`src/rtl/stdio_arbiter.sv`:
```
// Round-robin arbiter merging N val/rdy/data producers into one registered output stream.
// A grant is held for up to MAX_BURST words; every grant change costs one idle cycle.
module stdio_arbiter #(
    parameter int N         = 4,
    parameter int MAX_BURST = 4,
    parameter int WIDTH     = 16
) (
    input  logic                 clk_i,
    input  logic                 rst_i,
    input  logic [N-1:0]         req_val_i,
    output logic [N-1:0]         req_rdy_o,
    input  logic [N*WIDTH-1:0]   req_data_i,
    output logic                 out_val_o,
    input  logic                 out_rdy_i,
    output logic [WIDTH-1:0]     out_data_o,
    output logic [N-1:0]         grant_o
);

    localparam int PW = (N > 1) ? $clog2(N) : 1;
    localparam int CW = $clog2(MAX_BURST + 1);

    typedef enum logic {
        IDLE,
        BURST
    } state_t;

    state_t            state_reg, state_next;
    logic [N-1:0]      grant_reg, grant_next;
    logic [PW-1:0]     gidx_reg, gidx_next;
    logic [PW-1:0]     rr_ptr_reg, rr_ptr_next;
    logic [CW-1:0]     burst_cnt_reg, burst_cnt_next;
    logic              out_val_reg, out_val_next;
    logic [WIDTH-1:0]  out_data_reg, out_data_next;

    logic              load_en;
    logic              in_xfer;
    logic              pick_found;
    logic [PW-1:0]     pick_idx;
    logic [WIDTH-1:0]  req_data_arr [N];

    assign load_en = ~out_val_reg | out_rdy_i;
    assign in_xfer = (state_reg == BURST) && req_val_i[gidx_reg] && load_en;

    for (genvar gi = 0; gi < N; gi++) begin : g_req
        assign req_data_arr[gi] = req_data_i[gi*WIDTH +: WIDTH];
        assign req_rdy_o[gi]    = (state_reg == BURST) && grant_reg[gi] && load_en;
    end

    // Scan from the farthest offset back to rr_ptr so the closest valid index wins.
    always_comb begin
        int c;
        pick_found = 1'b0;
        pick_idx   = rr_ptr_reg;
        for (int i = N - 1; i >= 0; i--) begin
            c = int'(rr_ptr_reg) + i;
            if (c >= N) c = c - N;
            if (req_val_i[c]) begin
                pick_found = 1'b1;
                pick_idx   = PW'(c);
            end
        end
    end

    always_comb begin
        state_next     = state_reg;
        grant_next     = grant_reg;
        gidx_next      = gidx_reg;
        rr_ptr_next    = rr_ptr_reg;
        burst_cnt_next = burst_cnt_reg;
        out_val_next   = out_val_reg;
        out_data_next  = out_data_reg;

        case (state_reg)
            IDLE: begin
                if (pick_found) begin
                    grant_next           = '0;
                    grant_next[pick_idx] = 1'b1;
                    gidx_next            = pick_idx;
                    burst_cnt_next       = '0;
                    state_next           = BURST;
                end
            end
            BURST: begin
                if (!req_val_i[gidx_reg] ||
                    (load_en && (burst_cnt_reg + CW'(1) == CW'(MAX_BURST)))) begin
                    grant_next  = '0;
                    rr_ptr_next = (gidx_reg == PW'(N - 1)) ? '0 : gidx_reg + PW'(1);
                    state_next  = IDLE;
                end
                if (in_xfer) begin
                    burst_cnt_next = burst_cnt_reg + CW'(1);
                end
            end
            default: state_next = IDLE;
        endcase

        if (in_xfer) begin
            out_data_next = req_data_arr[gidx_reg];
            out_val_next  = 1'b1;
        end else if (out_val_reg && out_rdy_i) begin
            out_val_next = 1'b0;
        end
    end

    always_ff @(posedge clk_i) begin
        if (rst_i) begin
            state_reg     <= IDLE;
            grant_reg     <= '0;
            gidx_reg      <= '0;
            rr_ptr_reg    <= '0;
            burst_cnt_reg <= '0;
            out_val_reg   <= 1'b0;
            out_data_reg  <= '0;
        end else begin
            state_reg     <= state_next;
            grant_reg     <= grant_next;
            gidx_reg      <= gidx_next;
            rr_ptr_reg    <= rr_ptr_next;
            burst_cnt_reg <= burst_cnt_next;
            out_val_reg   <= out_val_next;
            out_data_reg  <= out_data_next;
        end
    end

    assign grant_o    = grant_reg;
    assign out_val_o  = out_val_reg;
    assign out_data_o = out_data_reg;

endmodule

```
`config.mk`:
```
export PLATFORM = sky130hd
export DESIGN_NAME = stdio_arbiter
export DESIGN_NICKNAME = d
export VERILOG_FILES = /design/src/rtl/stdio_arbiter.sv
export SDC_FILE = /design/constraint.sdc
export NUM_CORES = 1
export LEC_CHECK = 0
export ABC_AREA = 0
export CELL_PAD_IN_SITES_DETAIL_PLACEMENT = 1
export CELL_PAD_IN_SITES_GLOBAL_PLACEMENT = 2
export CORE_UTILIZATION = 21
export CTS_BUF_LIST = sky130_fd_sc_hd__clkbuf_4
export CTS_CLUSTER_DIAMETER = 50
export CTS_CLUSTER_SIZE = 8
export DETAILED_ROUTE_END_ITERATION = 10
export MAX_ROUTING_LAYER = met4
export PLACE_DENSITY = 0.83
export SLEW_MARGIN = 20
export SYNTH_ARGS = -nofsm -noshare
export SYNTH_HDL_FRONTEND = slang
export SYNTH_SLANG_ARGS = --single-unit
export TNS_END_PERCENT = 30
```
`constraint.sdc`:
```
create_clock -name clk_i -period 2.3 [get_ports clk_i]
set_input_delay 0.23 -clock clk_i [delete_from_list [all_inputs] [get_ports clk_i]]
set_output_delay 0.23 -clock clk_i [all_outputs]
set_load 0.02 [all_outputs]
```
-- After elaboration in Yosys (flattened, before gate mapping)
Index checks and enable logic that the tools add are counted.
- output and inout port bits: 25
- flip-flop bits (word level): 29
- input bits: 71
- multiplexer cells: 43
- reductions and logical operators: 20
- order comparisons: 12
- eq/ne operators: 5
- add/subtract/negate cells: 9
- bitwise logic cells: 4
- operators by type and width (operator ; number):
    32-bit by 4-bit < comparator with 1-bit output, second input constant ; 4
    32-bit two-way mux ; 4
    16-bit binary-select mux with 2-bit select ; 1
    16-bit two-way mux ; 2
    1-bit two-way mux ; 18
    1-bit logical AND ; 13
    3-bit >= comparator, second input constant ; 4
    3-bit by 3-bit subtractor with 4-bit output, second input constant ; 3
    1-bit binary-select mux with 2-bit select ; 5
    2-bit two-way mux ; 5
    4-bit two-way mux ; 2
    4-bit case mux with 2 select lines ; 1
    2-bit AND reduction ; 4
    2-bit by 2-bit adder with 3-bit output, second input constant ; 2
    2-bit by 3-bit < comparator with 1-bit output, second input constant ; 2
    3-bit two-way mux ; 2
    3-bit case mux with 2 select lines ; 1
    2-bit by 1-bit inequality test with 1-bit output, second input constant ; 2
    2-bit by 3-bit subtractor with 4-bit output, second input constant ; 1
    2-bit by 1-bit adder with 3-bit output, second input constant ; 1
    3-bit by 1-bit adder with 3-bit output, second input constant ; 1
    3-bit equality test, second input constant ; 1
    2-bit by 3-bit >= comparator with 1-bit output, second input constant ; 1
    2-bit inverter with 3-bit output ; 1
    other kinds (11) ; 12

-- Longest topological paths before layout
- depth in word-level cells: 16
- gate-level depth with buffers: 7
- mapped depth without buffers: 5

-- Worst setup path before layout
OpenSTA, ideal clock, no wires.
- kind: flip-flop to flip-flop
- start: register gidx_reg[1]
- end: register out_data_reg[0], in the netlist out_data_o[0]
- slack: 551 ps
- period minus slack after synthesis: 1749 ps
- arrival time: 1615 ps
- cell stages (with the launch flop): 8
- buffers on the path: 3
- setup time: 134 ps
- path through: dfxtp_1 buf_6 mux4_2 and3_1 buf_2 buf_2 nand2_1 a21oi_1
- word-level cells in the longest chain between the ends: 4
- elaborated cells between the ends (all ways): 8
- those cells by class: mux: 5; bitwise: 1; reduce/logical: 2
- RTL lines (element ; RTL line ; RTL):
    from (decl) ; 29 ; logic [PW-1:0] gidx_reg, gidx_next;
    from (signal assigned) ; 117 ; gidx_reg <= gidx_next;
    2-bit inverter with 3-bit output (not written as such) / 1-bit binary-select mux with 2-bit select (equally long branches) ; 98, 42 ;
    16-bit binary-select mux with 2-bit select / 1-bit two-way mux (equally long branches) ; 98, 42 ;
    16-bit two-way mux (not written as such) / 1-bit logical AND (equally long branches) (2 in a row) ; 98, 42 ;
    to (signal assigned) ; 121 ; out_data_reg <= out_data_next;
    to (decl) ; 33 ; logic [WIDTH-1:0] out_data_reg, out_data_next;
Several ways; a longest one is shown, not always the timed one. The select of a mux whose other input is x is not followed.
A chain may end at the register's enable or synchronous reset.

-- Worst setup path after layout
- start: input out_rdy_i
- end: output req_rdy_o[0]
- word-level cells in the longest chain between the ends: 2
- RTL lines (element ; RTL line ; RTL):
    from (decl) ; 14 ; input logic out_rdy_i,
    1-bit OR ; 41 ; assign load_en = ~out_val_reg | out_rdy_i;
    1-bit logical AND ; 46 ; assign req_rdy_o[gi] = (state_reg == BURST) && grant_reg[gi] && load_en;
    to (decl) ; 11 ; output logic [N-1:0] req_rdy_o,
No other way between the ends.

==> reports/results.tsv <==
metric	value	unit
Die ar.	8230	um^2
crit path max fanout	8	
Setup Fix Bufs, Post-CTS	0	
Final Slew Violations	0	
Worst EP arrival	1.79	ns
vias in the first global route	1716	
kind of critical path	in -> out	
Pwr Density	508	nW/um^2
initial DRC count	47	
Post-synth ARST share	0	%
antenna viol nets, final	0	
root buf cell	clkbuf_4	
worst endpoint required time	2.07	ns
Yosys cell types	29	
share of layout cells above drive strength 1	11.2	%
RSZ-0062 raised after global routing	no	
Clock Tree Buf Depth	2	
post-DR vias/cell	4.61	
I/O pins	96	
DRC	0	
register bit total from synthesis	29	
GP Congestion	0.701	
Final period util	87.8	%
count leader, synth	nand2_1	
DP Area	2710	um^2
DRT Pass-1 Iters	4	
CP dominant cell by count	clkdlybuf4s50_1	
post-synth top area share	35.1	%
largest cells by area after synthesis	dfxtp_1 35%, mux4_2 18%, nand2_1 9.1%, a21oi_1 7.9%, mux4_1 6.4%	
cell count after synthesis	173	
Multi-input gate area	998	um^2
clk sink count	29	
final wirelength	5120	um
r2r setup slk	0.56	ns
FMAX	495	MHz
final non-filler cell area	2790	um^2
post_cts resized	0	
Avg WL per Cell	13.9	um
slowest stage cell, crit path	clkdlybuf4s50_1	
hpwl dp	4020	um
Num CTS Buffers	5	
average cell area after synthesis	9.55	um^2
worst-margin pin slew	0.698	ns
Vert. Die Dim	90.7	um
largest net degree at the start of global routing	30	
Final Worst Setup Slack	0.281	ns
Max VDD drop	0.165	mV
Clk pin slew, worst setup/hold paths	0.10	ns
critical path's top delay family	buffers and inverters	
post-synthesis sequential area ratio	35.1	%
Die Wd	90.7	um
initial antenna violation count	0	
Layout fillers	865	
Post-Syn Area	1650	um^2
core footprint	7450	um^2
cts-stage hold buffer count	0	
PortBufs	95	
worst hold path type	reg -> reg	
Overflow after GRT	0	
H-tree depth	2	
crit path launch type	input pin	
clk_lat worst skew	0.33	ns
leading area contributor after synthesis	dfxtp_1	
first-pass GRT wire length	8350	um
Util after Layout	37.4	%
synth cell count leaders	40 x nand2_1, 29 x dfxtp_1, 26 x a21oi_1	
routed vias	1696	
Worst slew margin	53.5	%
minimum clock period	2.02	ns
Syn Nets	247	
Max Cap Viol	0	
Critical Path Sink Type	output port	
max FFs per register	16	
top_reg_cell synth	dfxtp_1	
DP Worst Slack	0.148	ns
gr usage total	13.6	%
status	finished, final reports clean	
LEAKAGE	0.985	nW
Sequential cell area	581	um^2
WP buf/inv	2	
CTS tree	yes	
Synth Warn #	0	
Initial Util	22.2	%
Synth-to-Final Area Change	68.5	%
Worst Skew	0.0110	ns
# rows	31	
Final setup viols	0	
CP max stage delay	0.61	ns
Post-synth EDFFs	0	
Cell Chain, Critical Path	clkdlybuf4s50_1, nand2b_1, and3_1, clkdlybuf4s50_1	
Hold Vio Cnt, Final	0	
setup TNS	0	ns
Antenna Cells	0	
nets@finish	342	
[layout by cell type, fill, tap and decap left out, drive strengths merged, types with 2 or more instances in the layout]
cell,synthesis,routed
nand2b,2,2
nor2,5,5
inv,2,2
dfxtp,29,29
clkbuf,4,6
nand3b,2,2
o21ai,3,3
nand2,40,40
clkdlybuf4s50,0,95
or3,3,3
nand3,8,8
mux4,17,17
a31oi,2,2
ha,3,3
and3,5,5
nor2b,5,5
buf,9,6
a21oi,27,27
[routing by layer]
layer | up-vias | wire length (um) | track usage (%) | share of wire [%]
li1 | 817 | - | - | -
met1 | 803 | 2050 | 14.6 | 40
met2 | 69 | 2610 | 23.4 | 51
met3 | 7 | 406 | 5.13 | 7.9
met4 | 0 | 47 | 3.63 | 0.92
met5 | - | 0 | - | 0
[where the power goes]
group / switching, mW / total [mW] / internal (mW)
Sequential: 0.0255 / 0.562 / 0.537
Combinational: 0.175 / 0.429 / 0.254
Clock: 0.186 / 0.424 / 0.238
Total: 0.386 / 1.41 / 1.03
[stage by stage]
stage | total power, mW | instances | hold slack [ns]
5_1_grt | 1.51 | 368 | 0.482
3_3_place_gp | 1.00 | 360 | 0.441
6_report | 1.41 | 368 | 0.461
3_5_place_dp | 1.01 | 360 | 0.450
4_1_cts | 1.45 | 368 | 0.466
2_1_floorplan | 0.789 | 173 | 0.452
[worst min-delay path: cells and delay by family (launching register included)]
family          cells  cell delay, ns
compound gates      1            0.05
flops               1            0.32
simple gates        1            0.05
[cell families (layout without fill, tap and decap cells)]
kind of cell | count (synthesis) | count (layout) | share of synthesized area (%)
simple gates | 73 | 73 | 20.9
compound gates | 35 | 35 | 12.6
fa+ha+maj | 3 | 3 | 2.27
flops | 29 | 29 | 35.1
buf+inv | 15 | 111 | 4.47
mux | 18 | 18 | 24.7
[path summary, 6_finish.rpt]
check                  from          endpoint  depth (start not counted)
max               out_rdy_i      req_rdy_o[0]                          4
min          out_data_o[11]    out_data_o[11]                          2
max reg2reg     gidx_reg[1]  burst_cnt_reg[0]                          4
min reg2reg  out_data_o[11]    out_data_o[11]                          2
[layout make-up]
cell class	count	share of cell area [%]
multi-input combinational	129	35.8
timing repair buffer	101	35.8
sequential	29	20.8
tap	99	4.45
clock buffer	6	1.62
clock inverter	2	1.21
inverter	2	0.270
Note: power is estimated with default switching activity, not from simulation.
